==> src/rtl/prom_boot_copier_if.sv <==
// PROM read port and RAM write port used by the boot copier.
// The master side is the copier; the slave side is the memory/arbiter side.
interface prom_boot_copier_if #(
   parameter int DST_AW = 18
);
   logic [8:0]        prom_addr;
   logic [31:0]       prom_data;
   logic              ram_req;
   logic [DST_AW-1:0] ram_addr;
   logic [31:0]       ram_wdata;
   logic              ram_ack;

   modport master (
      output prom_addr,
      input  prom_data,
      output ram_req,
      output ram_addr,
      output ram_wdata,
      input  ram_ack
   );

   modport slave (
      input  prom_addr,
      output prom_data,
      input  ram_req,
      input  ram_addr,
      input  ram_wdata,
      output ram_ack
   );
endinterface

==> src/rtl/prom_boot_copier.sv <==
// Boot sequencer: copies NWORDS words from the boot PROM into main RAM,
// sums them into a 32-bit checksum and holds the CPU off until the first copy ends.
//
// state   | meaning
// --------+-----------------------------------------------------------
// S_IDLE  | waiting for start or the one-shot autostart after reset
// S_READ  | prom_addr presented, PROM samples it at the end of this cycle
// S_WAIT  | prom_data valid, captured into ram_wdata, ram_req raised
// S_WRITE | ram_req/ram_addr/ram_wdata held until ram_ack
// S_DONE  | copy finished, done sticky, start re-runs the copy
module prom_boot_copier #(
   parameter int NWORDS    = 512,
   parameter int DST_AW    = 18,
   parameter int DST_BASE  = 0,
   parameter bit AUTOSTART = 1'b1
) (
   input  logic                clk,
   input  logic                rst_n,
   input  logic                start,
   prom_boot_copier_if.master  bus,
   output logic                busy,
   output logic                done,
   output logic [31:0]         csum,
   output logic                cpu_hold
);

   localparam logic [2:0] S_IDLE  = 3'd0;
   localparam logic [2:0] S_READ  = 3'd1;
   localparam logic [2:0] S_WAIT  = 3'd2;
   localparam logic [2:0] S_WRITE = 3'd3;
   localparam logic [2:0] S_DONE  = 3'd4;

   localparam logic [8:0]        LAST_IDX = 9'(NWORDS - 1);
   localparam logic [DST_AW-1:0] BASE     = DST_AW'(DST_BASE);
   localparam logic [DST_AW-1:0] ONE_A    = DST_AW'(1);

   logic [2:0] state;
   logic [8:0] cnt;
   logic       auto_pend;
   logic       launch;

   // start and the autostart flag collapse into a single launch; start while busy is dropped
   assign launch = ((state == S_IDLE) && (start || auto_pend)) ||
                   ((state == S_DONE) && start);

   always_ff @(posedge clk or negedge rst_n) begin
      if (!rst_n) begin
         state         <= S_IDLE;
         cnt           <= 9'd0;
         auto_pend     <= AUTOSTART;
         bus.prom_addr <= 9'd0;
         bus.ram_req   <= 1'b0;
         bus.ram_addr  <= BASE;
         bus.ram_wdata <= 32'd0;
         busy          <= 1'b0;
         done          <= 1'b0;
         csum          <= 32'd0;
         cpu_hold      <= 1'b1;
      end else begin
         auto_pend <= 1'b0;
         if (launch) begin
            state         <= S_READ;
            cnt           <= 9'd0;
            bus.prom_addr <= 9'd0;
            bus.ram_addr  <= BASE;
            csum          <= 32'd0;
            done          <= 1'b0;
            busy          <= 1'b1;
         end else begin
            case (state)
               S_READ: begin
                  state <= S_WAIT;
               end
               S_WAIT: begin
                  bus.ram_wdata <= bus.prom_data;
                  bus.ram_req   <= 1'b1;
                  state         <= S_WRITE;
               end
               S_WRITE: begin
                  if (bus.ram_ack) begin
                     bus.ram_req <= 1'b0;
                     csum        <= csum + bus.ram_wdata;
                     if (cnt == LAST_IDX) begin
                        state    <= S_DONE;
                        busy     <= 1'b0;
                        done     <= 1'b1;
                        cpu_hold <= 1'b0;
                     end else begin
                        cnt           <= cnt + 9'd1;
                        bus.prom_addr <= bus.prom_addr + 9'd1;
                        bus.ram_addr  <= bus.ram_addr + ONE_A;
                        state         <= S_READ;
                     end
                  end
               end
               default: begin
               end
            endcase
         end
      end
   end

endmodule

==> src/flat_wrapper.sv <==
// flat-port wrapper written by rule: the top's interface ports become plain ports
module prom_boot_copier_flat 
#(
   parameter int NWORDS    = 512,
   parameter int DST_AW    = 18,
   parameter int DST_BASE  = 0,
   parameter bit AUTOSTART = 1'b1
)
  (clk, rst_n, start, busy, done, csum, cpu_hold, bus_prom_addr, bus_prom_data, bus_ram_req, bus_ram_addr, bus_ram_wdata, bus_ram_ack);
  prom_boot_copier_if #(.DST_AW(DST_AW)) bus_i ();
  input  logic clk;
  input  logic rst_n;
  input  logic start;
  output logic busy;
  output logic done;
  output logic [31:0] csum;
  output logic cpu_hold;
  output wire logic [$bits(bus_i.prom_addr)-1:0] bus_prom_addr;
  input wire logic [$bits(bus_i.prom_data)-1:0] bus_prom_data;
  output wire logic [$bits(bus_i.ram_req)-1:0] bus_ram_req;
  output wire logic [$bits(bus_i.ram_addr)-1:0] bus_ram_addr;
  output wire logic [$bits(bus_i.ram_wdata)-1:0] bus_ram_wdata;
  input wire logic [$bits(bus_i.ram_ack)-1:0] bus_ram_ack;
  assign bus_prom_addr = bus_i.prom_addr;
  assign bus_i.prom_data = bus_prom_data;
  assign bus_ram_req = bus_i.ram_req;
  assign bus_ram_addr = bus_i.ram_addr;
  assign bus_ram_wdata = bus_i.ram_wdata;
  assign bus_i.ram_ack = bus_ram_ack;
  prom_boot_copier #(.NWORDS(NWORDS), .DST_AW(DST_AW), .DST_BASE(DST_BASE), .AUTOSTART(AUTOSTART)) u_core (.clk(clk), .rst_n(rst_n), .start(start), .bus(bus_i), .busy(busy), .done(done), .csum(csum), .cpu_hold(cpu_hold));
endmodule
==> config.mk <==
export PLATFORM = sky130hd
export DESIGN_NAME = prom_boot_copier_flat
export DESIGN_NICKNAME = d
export VERILOG_FILES = /design/src/rtl/prom_boot_copier_if.sv /design/src/rtl/prom_boot_copier.sv /design/src/flat_wrapper.sv
export SDC_FILE = /design/constraint.sdc
export NUM_CORES = 1
export LEC_CHECK = 0
export ABC_CLOCK_PERIOD_IN_PS = 4450
export CAP_MARGIN = 10
export CORE_MARGIN = 8
export CORE_UTILIZATION = 48
export CTS_CLUSTER_DIAMETER = 80
export DETAILED_ROUTE_END_ITERATION = 6
export HOLD_SLACK_MARGIN = 0.02
export PLACE_DENSITY_LB_ADDON = 0.08
export SYNTH_ARGS = -nofsm -noshare
export SYNTH_HDL_FRONTEND = slang
export SYNTH_SLANG_ARGS = --single-unit
==> constraint.sdc <==
create_clock -name clk -period 4.45 [get_ports clk]
set_clock_uncertainty 0.1 [all_clocks]
set_input_delay 0.89 -clock clk [delete_from_list [all_inputs] [get_ports clk]]
set_output_delay 0.89 -clock clk [all_outputs]
set_load 0.02 [all_outputs]
# Word level (Yosys, flattened, before mapping)
# Cells that the tools add are included.
# word_totals
ff_bits,108
in_bits,36
out_inout_bits,95
elab_cells,70
# op_classes
addsub,4
eq_ne,8
muxes,29
bitwise,1
reduce_logical,17
# ops
cell,count
two-way mux 32 bit,3
two-way mux 18 bit,4
two-way mux 9 bit,8
adder 32 bit,1
adder 18 x 1 -> 18 bit (second input constant),1
adder 9 x 1 -> 9 bit (second input constant),2
equality test 9 bit (second input constant),1
two-way mux 1 bit,9
two-way mux 3 bit,3
one-hot mux 3 bit (3 select lines),1
AND reduction 3 bit,3
nonzero test 2 bit,4
equality test 3 x 2 -> 1 bit (second input constant),2
AND reduction 2 bit,3
AND reduction 4 bit,1
nonzero test 4 bit,1
equality test 3 x 1 -> 1 bit (second input constant),1
equality test 3 bit (second input constant),1
logical NOT 3 bit,1
!= test 3 x 2 -> 1 bit (second input constant),1
logical AND 1 bit,2
logical OR 1 bit,2
!= test 2 x 1 -> 1 bit (second input constant),1
!= test 2 bit (second input constant),1
other kinds (2),2

# Longest topological paths before layout
# logic_depth
ltp_word,5
ltp_mapped,13

# Worst setup path before layout
# OpenSTA, ideal clock, no wires.
# synth_timing
kind,reg-to-reg
startpoint,register u_core.csum[0]
endpoint,register u_core.csum[30]
t_arrival_ns,2.712
setup_slack_ns,1.555
stages_incl_launch_ff,14
synth_period_minus_slack_ns,2.895
path_cell_list,dfrtp_1 -> ha_1 -> inv_1 -> fa_1 -> nor2b_1 -> o211ai_1 -> a21boi_1 -> o211ai_1 -> a311o_1 -> o211ai_1 -> a21o_1 -> a41oi_1 -> xor2_1 -> o21ai_0
# synth_between
elab_chain_cells,4
# synth_rtl
item,line_no,rtl
"start, declared",prom_boot_copier.sv:23,"output logic [31:0] csum,"
"start signal, assigned",prom_boot_copier.sv:82,csum <= csum + bus.ram_wdata;
adder 32 bit,prom_boot_copier.sv:82,
two-way mux 32 bit,prom_boot_copier.sv:80,if (bus.ram_ack) begin
two-way mux 32 bit,prom_boot_copier.sv:70,case (state)
two-way mux 32 bit,prom_boot_copier.sv:61,if (launch) begin
# Every way passes these cells. The select of a mux whose other input is x is not followed.
# A chain may end at the register's enable or synchronous reset.

# Worst setup path after layout
# layout_timing
startpoint,register u_core.csum[0]
endpoint,register u_core.csum[28]
# Same word-level chain as after synthesis.

==> summary.md <==
| Metric | Value |
|---|---|
| WP buf/inv | `1` |
| Crit path DAT | `3360 ps` |
| Floorplan core area | `0.01201 sq mm` |
| Routed Antenna Nets | `0` |
| Wire per inst | `between 15 and 20 um` |
| Worst slew margin | `27.44%` |
| Post-DP Area | `0.007353 sq mm` |
| Worst Hold Class | `flop to flop` |
| Library cells used by synthesis | `52` |
| Synth warnings | `0` |
| Status | `finished, final reports clean` |
| Post-CTS setup buffer count | `0` |
| Global-route wire length before repair | `approximately 25000 um` |
| DRC Markers | `0` |
| Syn nets | `658` |
| TritonCTS clock tree | `yes` |
| Worst skew pair latency | `approximately 360 ps` |
| Maximum clock rate | `0.3150 GHz` |
| Crit path cell chain | `ha_1 > inv_1 > fa_1 > nor2b_1 > o211ai_1 > a21boi_1 > o211ai_1 > a21o_1 > o31a_1 > o21ai_1 > a211oi_1 > xnor2_1 > o2bb2ai_1` |
| I/O Pins | `around 130` |
| Synthesis-to-finish area growth | `30.41%` |
| Reg2reg start | `u_core.csum[0]$_DFFE_PN0P_` |
| Critical path fanouts, max | `3` |
| Critical hold path startpoint | `u_core.cpu_hold$_DFFE_PN1P_` |
| Row count | `40` |
| Internal Power | `0.003626 W` |
| Hold Path Stages | `1` |
| Pre-antenna DRT Iters | `4` |
| Dominant cell type by area after synthesis | `dfrtp_1` |
| DIE WIDTH | `between 100 and 150 um` |
| PwrDens | `837.3 mW/mm^2` |
| Max Slew Vio Count | `0` |
| Worst-Margin Slew | `1086 ps` |
| Final non-filler cell area | `0.007677 sq mm` |
| Clk buf depth | `2` |
| Ant. Diodes | `0` |
| Initial antenna violation count | `0` |
| CTS resizes | `0` |
| EDFF count, synth | `0` |
| Main flop type after synthesis | `dfrtp_1` |
| Remaining global-route overflow | `0` |
| Fin crit share | `71.34%` |
| Worst Hold End | `u_core.cpu_hold$_DFFE_PN1P_` |
| Startpoint Class | `flop` |
| Slowest Stage Delay on Critical Path | `around 400 ps` |
| Synth cell count leaders | `dfrtp_1, o21ai_0, nand2_1` |
| CP Depth | `13` |
| Avg Cell Area, Syn | `10.05 sq um` |
| Overall power | `roughly 0.0064 W` |
| Via density | `around 5.6` |
| GRT Resource Usage Total | `between 10% and 20%` |
| Most frequent cell after synthesis | `dfrtp_1` |
| Sw Pwr | `0.002802 W` |
| TritonCTS Buffers | `9` |
| Post-synthesis cell count | `about 590` |
| Asr flop ratio synth | `100.0%` |
| Delay-heaviest family, CP | `compound AO/OA/AOI/OAI gates` |
| I/O Buffers | `130` |
| Switching share of total power | `43.60%` |
| Reg2Reg Setup Slack | `1280 ps` |
| CP Class | `flop to flop` |
| Ranking of synthesized cells by area | `dfrtp_1, ha_1, mux2_2` |
| Clk sink count | `108` |
| TNS Setup | `0 ps` |
| Reg2reg end | `u_core.csum[28]$_DFFE_PN0P_` |
| Clock slew at reported path FFs | `70 ps` |
| Critical Path RT | `between 4000 and 5000 ps` |
| Starting Density | `49.01%` |
| Final Hold Fails | `0` |
| Seq/Total Area, Yosys | `45.95%` |
| Clock Power Share | `13.5%` |
| Sequential power share | `26.5%` |
| Cts hold-fix bufs | `0` |
| Routed WL | `roughly 15000 um` |
| Max-cap violations | `0` |
| Logic pwr share | `60.0%` |
| Root Buffer | `clkbuf_16` |
| Final setup fails | `0` |
| DIE AREA | `between 0.015 and 0.02 sq mm` |
| Cell count of the worst reg-to-reg path | `13` |
| Slowest CP cell | `fa_1` |
| CP endpoint kind | `flop` |
| Crit path from | `u_core.csum[0]$_DFFE_PN0P_` |
| Yosys reg bits | `108` |
| Vias in the first global route | `4998` |
| RSZ-0062 raised after global routing | `false` |
| Largest net degree at the start of global routing | `58` |
| Synth top area share | `between 40% and 50%` |
| Htree depth | `3` |
| Most frequent CP cell | `o211ai_1` |
| Layout cells sized above 1 | `9.497%` |
| Setup ws final | `between 1000 and 1500 ps` |
| Initial drt markers | `~310` |
| Min cycle time layout | `around 3200 ps` |
| Leakage | `3.347 nW` |
| RePlAce Congestion | `roughly 0.84` |
| Via count of the routed design | `about 4900` |
| Final HPWL DP | `11040 um` |
| Nets | `783` |
| Place WS | `1139 ps` |
| Util after Layout | `63.92%` |
| Cell area after synthesis | `a little under 0.006 sq mm` |
| VDD IR-drop max | `0.0003331 V` |
| Die Y-Extent | `roughly 130 um` |
final cells by class:
class	instances	area, sq um
fill	1020	4334
multi-input combinational	448	3087
sequential	108	2705
timing repair buffer	137	1351
clock buffer	9	225.2
tap	147	183.9
clock inverter	7	98.84
inverter	7	26.28
routing by layer:
layer  GRT usage [%]  up-vias  share of wire [%]
met5               0        -                  0
met4           5.808        0                1.6
met3           6.494       20                6.4
met2           32.86      117                 50
met1           22.45     2370                 42
li1                -     2347                  -
layout by cell type, fill, tap and decap left out, drive strengths merged, types with 3 or more instances in the layout:
cell	instances
and3	8
o21bai	3
xnor2	18
a21oi	40
ha	35
clkdlybuf4s50	129
o21a	3
nor2b	7
and2	3
mux2	31
a22o	4
clkbuf	9
buf	8
nand2	49
o211ai	5
dfrtp	106
nand3	44
o21ai	56
nor2	36
a211oi	4
a41oi	3
clkinv	3
nand2b	6
inv	8
nor3	5
or3	9
nand4	9
a21o	15
xor2	34
sequential cells by signal, summed over array words and instances, names as in the netlist:
name and cells:
u_core.csum 32, u_core.bus.ram_req 1, u_core.auto_pend 1, u_core.bus.ram_addr 18
u_core.done 1, u_core.busy 1, u_core.bus.ram_wdata 32, u_core.cnt 9
u_core.bus.prom_addr 9, u_core.state 3, u_core.cpu_hold 1
worst max-delay path by stage:
stage	end
finish	u_core.csum[28]$_DFFE_PN0P_
global route	u_core.csum[30]$_DFFE_PN0P_
CTS	u_core.csum[26]$_DFFE_PN0P_
detailed placement	u_core.bus.ram_addr[17]$_DFFE_PN0P_
global placement	u_core.bus.ram_addr[16]$_DFFE_PN0P_
floorplan	u_core.csum[30]$_DFFE_PN0P_
per-stage QoR:
stage / cells / hold WS [ps]
2_1_floorplan: 586 / 372.5
3_3_place_gp: 847 / 367.5
3_5_place_dp: 847 / 372.2
4_1_cts: 863 / 395.4
5_1_grt: 863 / 401.1
6_report: 863 / 393.5
power groups by stage:
stage	logic (W)	registers, W	clock network [W]
floorplan	0.00224	0.00203	0
global placement	0.00379	0.00170	0
detailed placement	0.00386	0.00172	0
CTS	0.00389	0.00171	0.000892
global route	0.00423	0.00176	0.000926
finish	0.00386	0.00170	0.000865
cells by family after synthesis:
kind of cell | Yosys count | synth area share, %
flops | 108 | 45.95
fa+ha+maj | 36 | 7.779
xor+xnor | 52 | 7.737
compound gates | 149 | 15.88
simple gates | 179 | 14.73
other cells | 1 | 0.06370
mux | 31 | 5.930
buf+inv | 30 | 1.934
(Power assumes the default switching activity.)
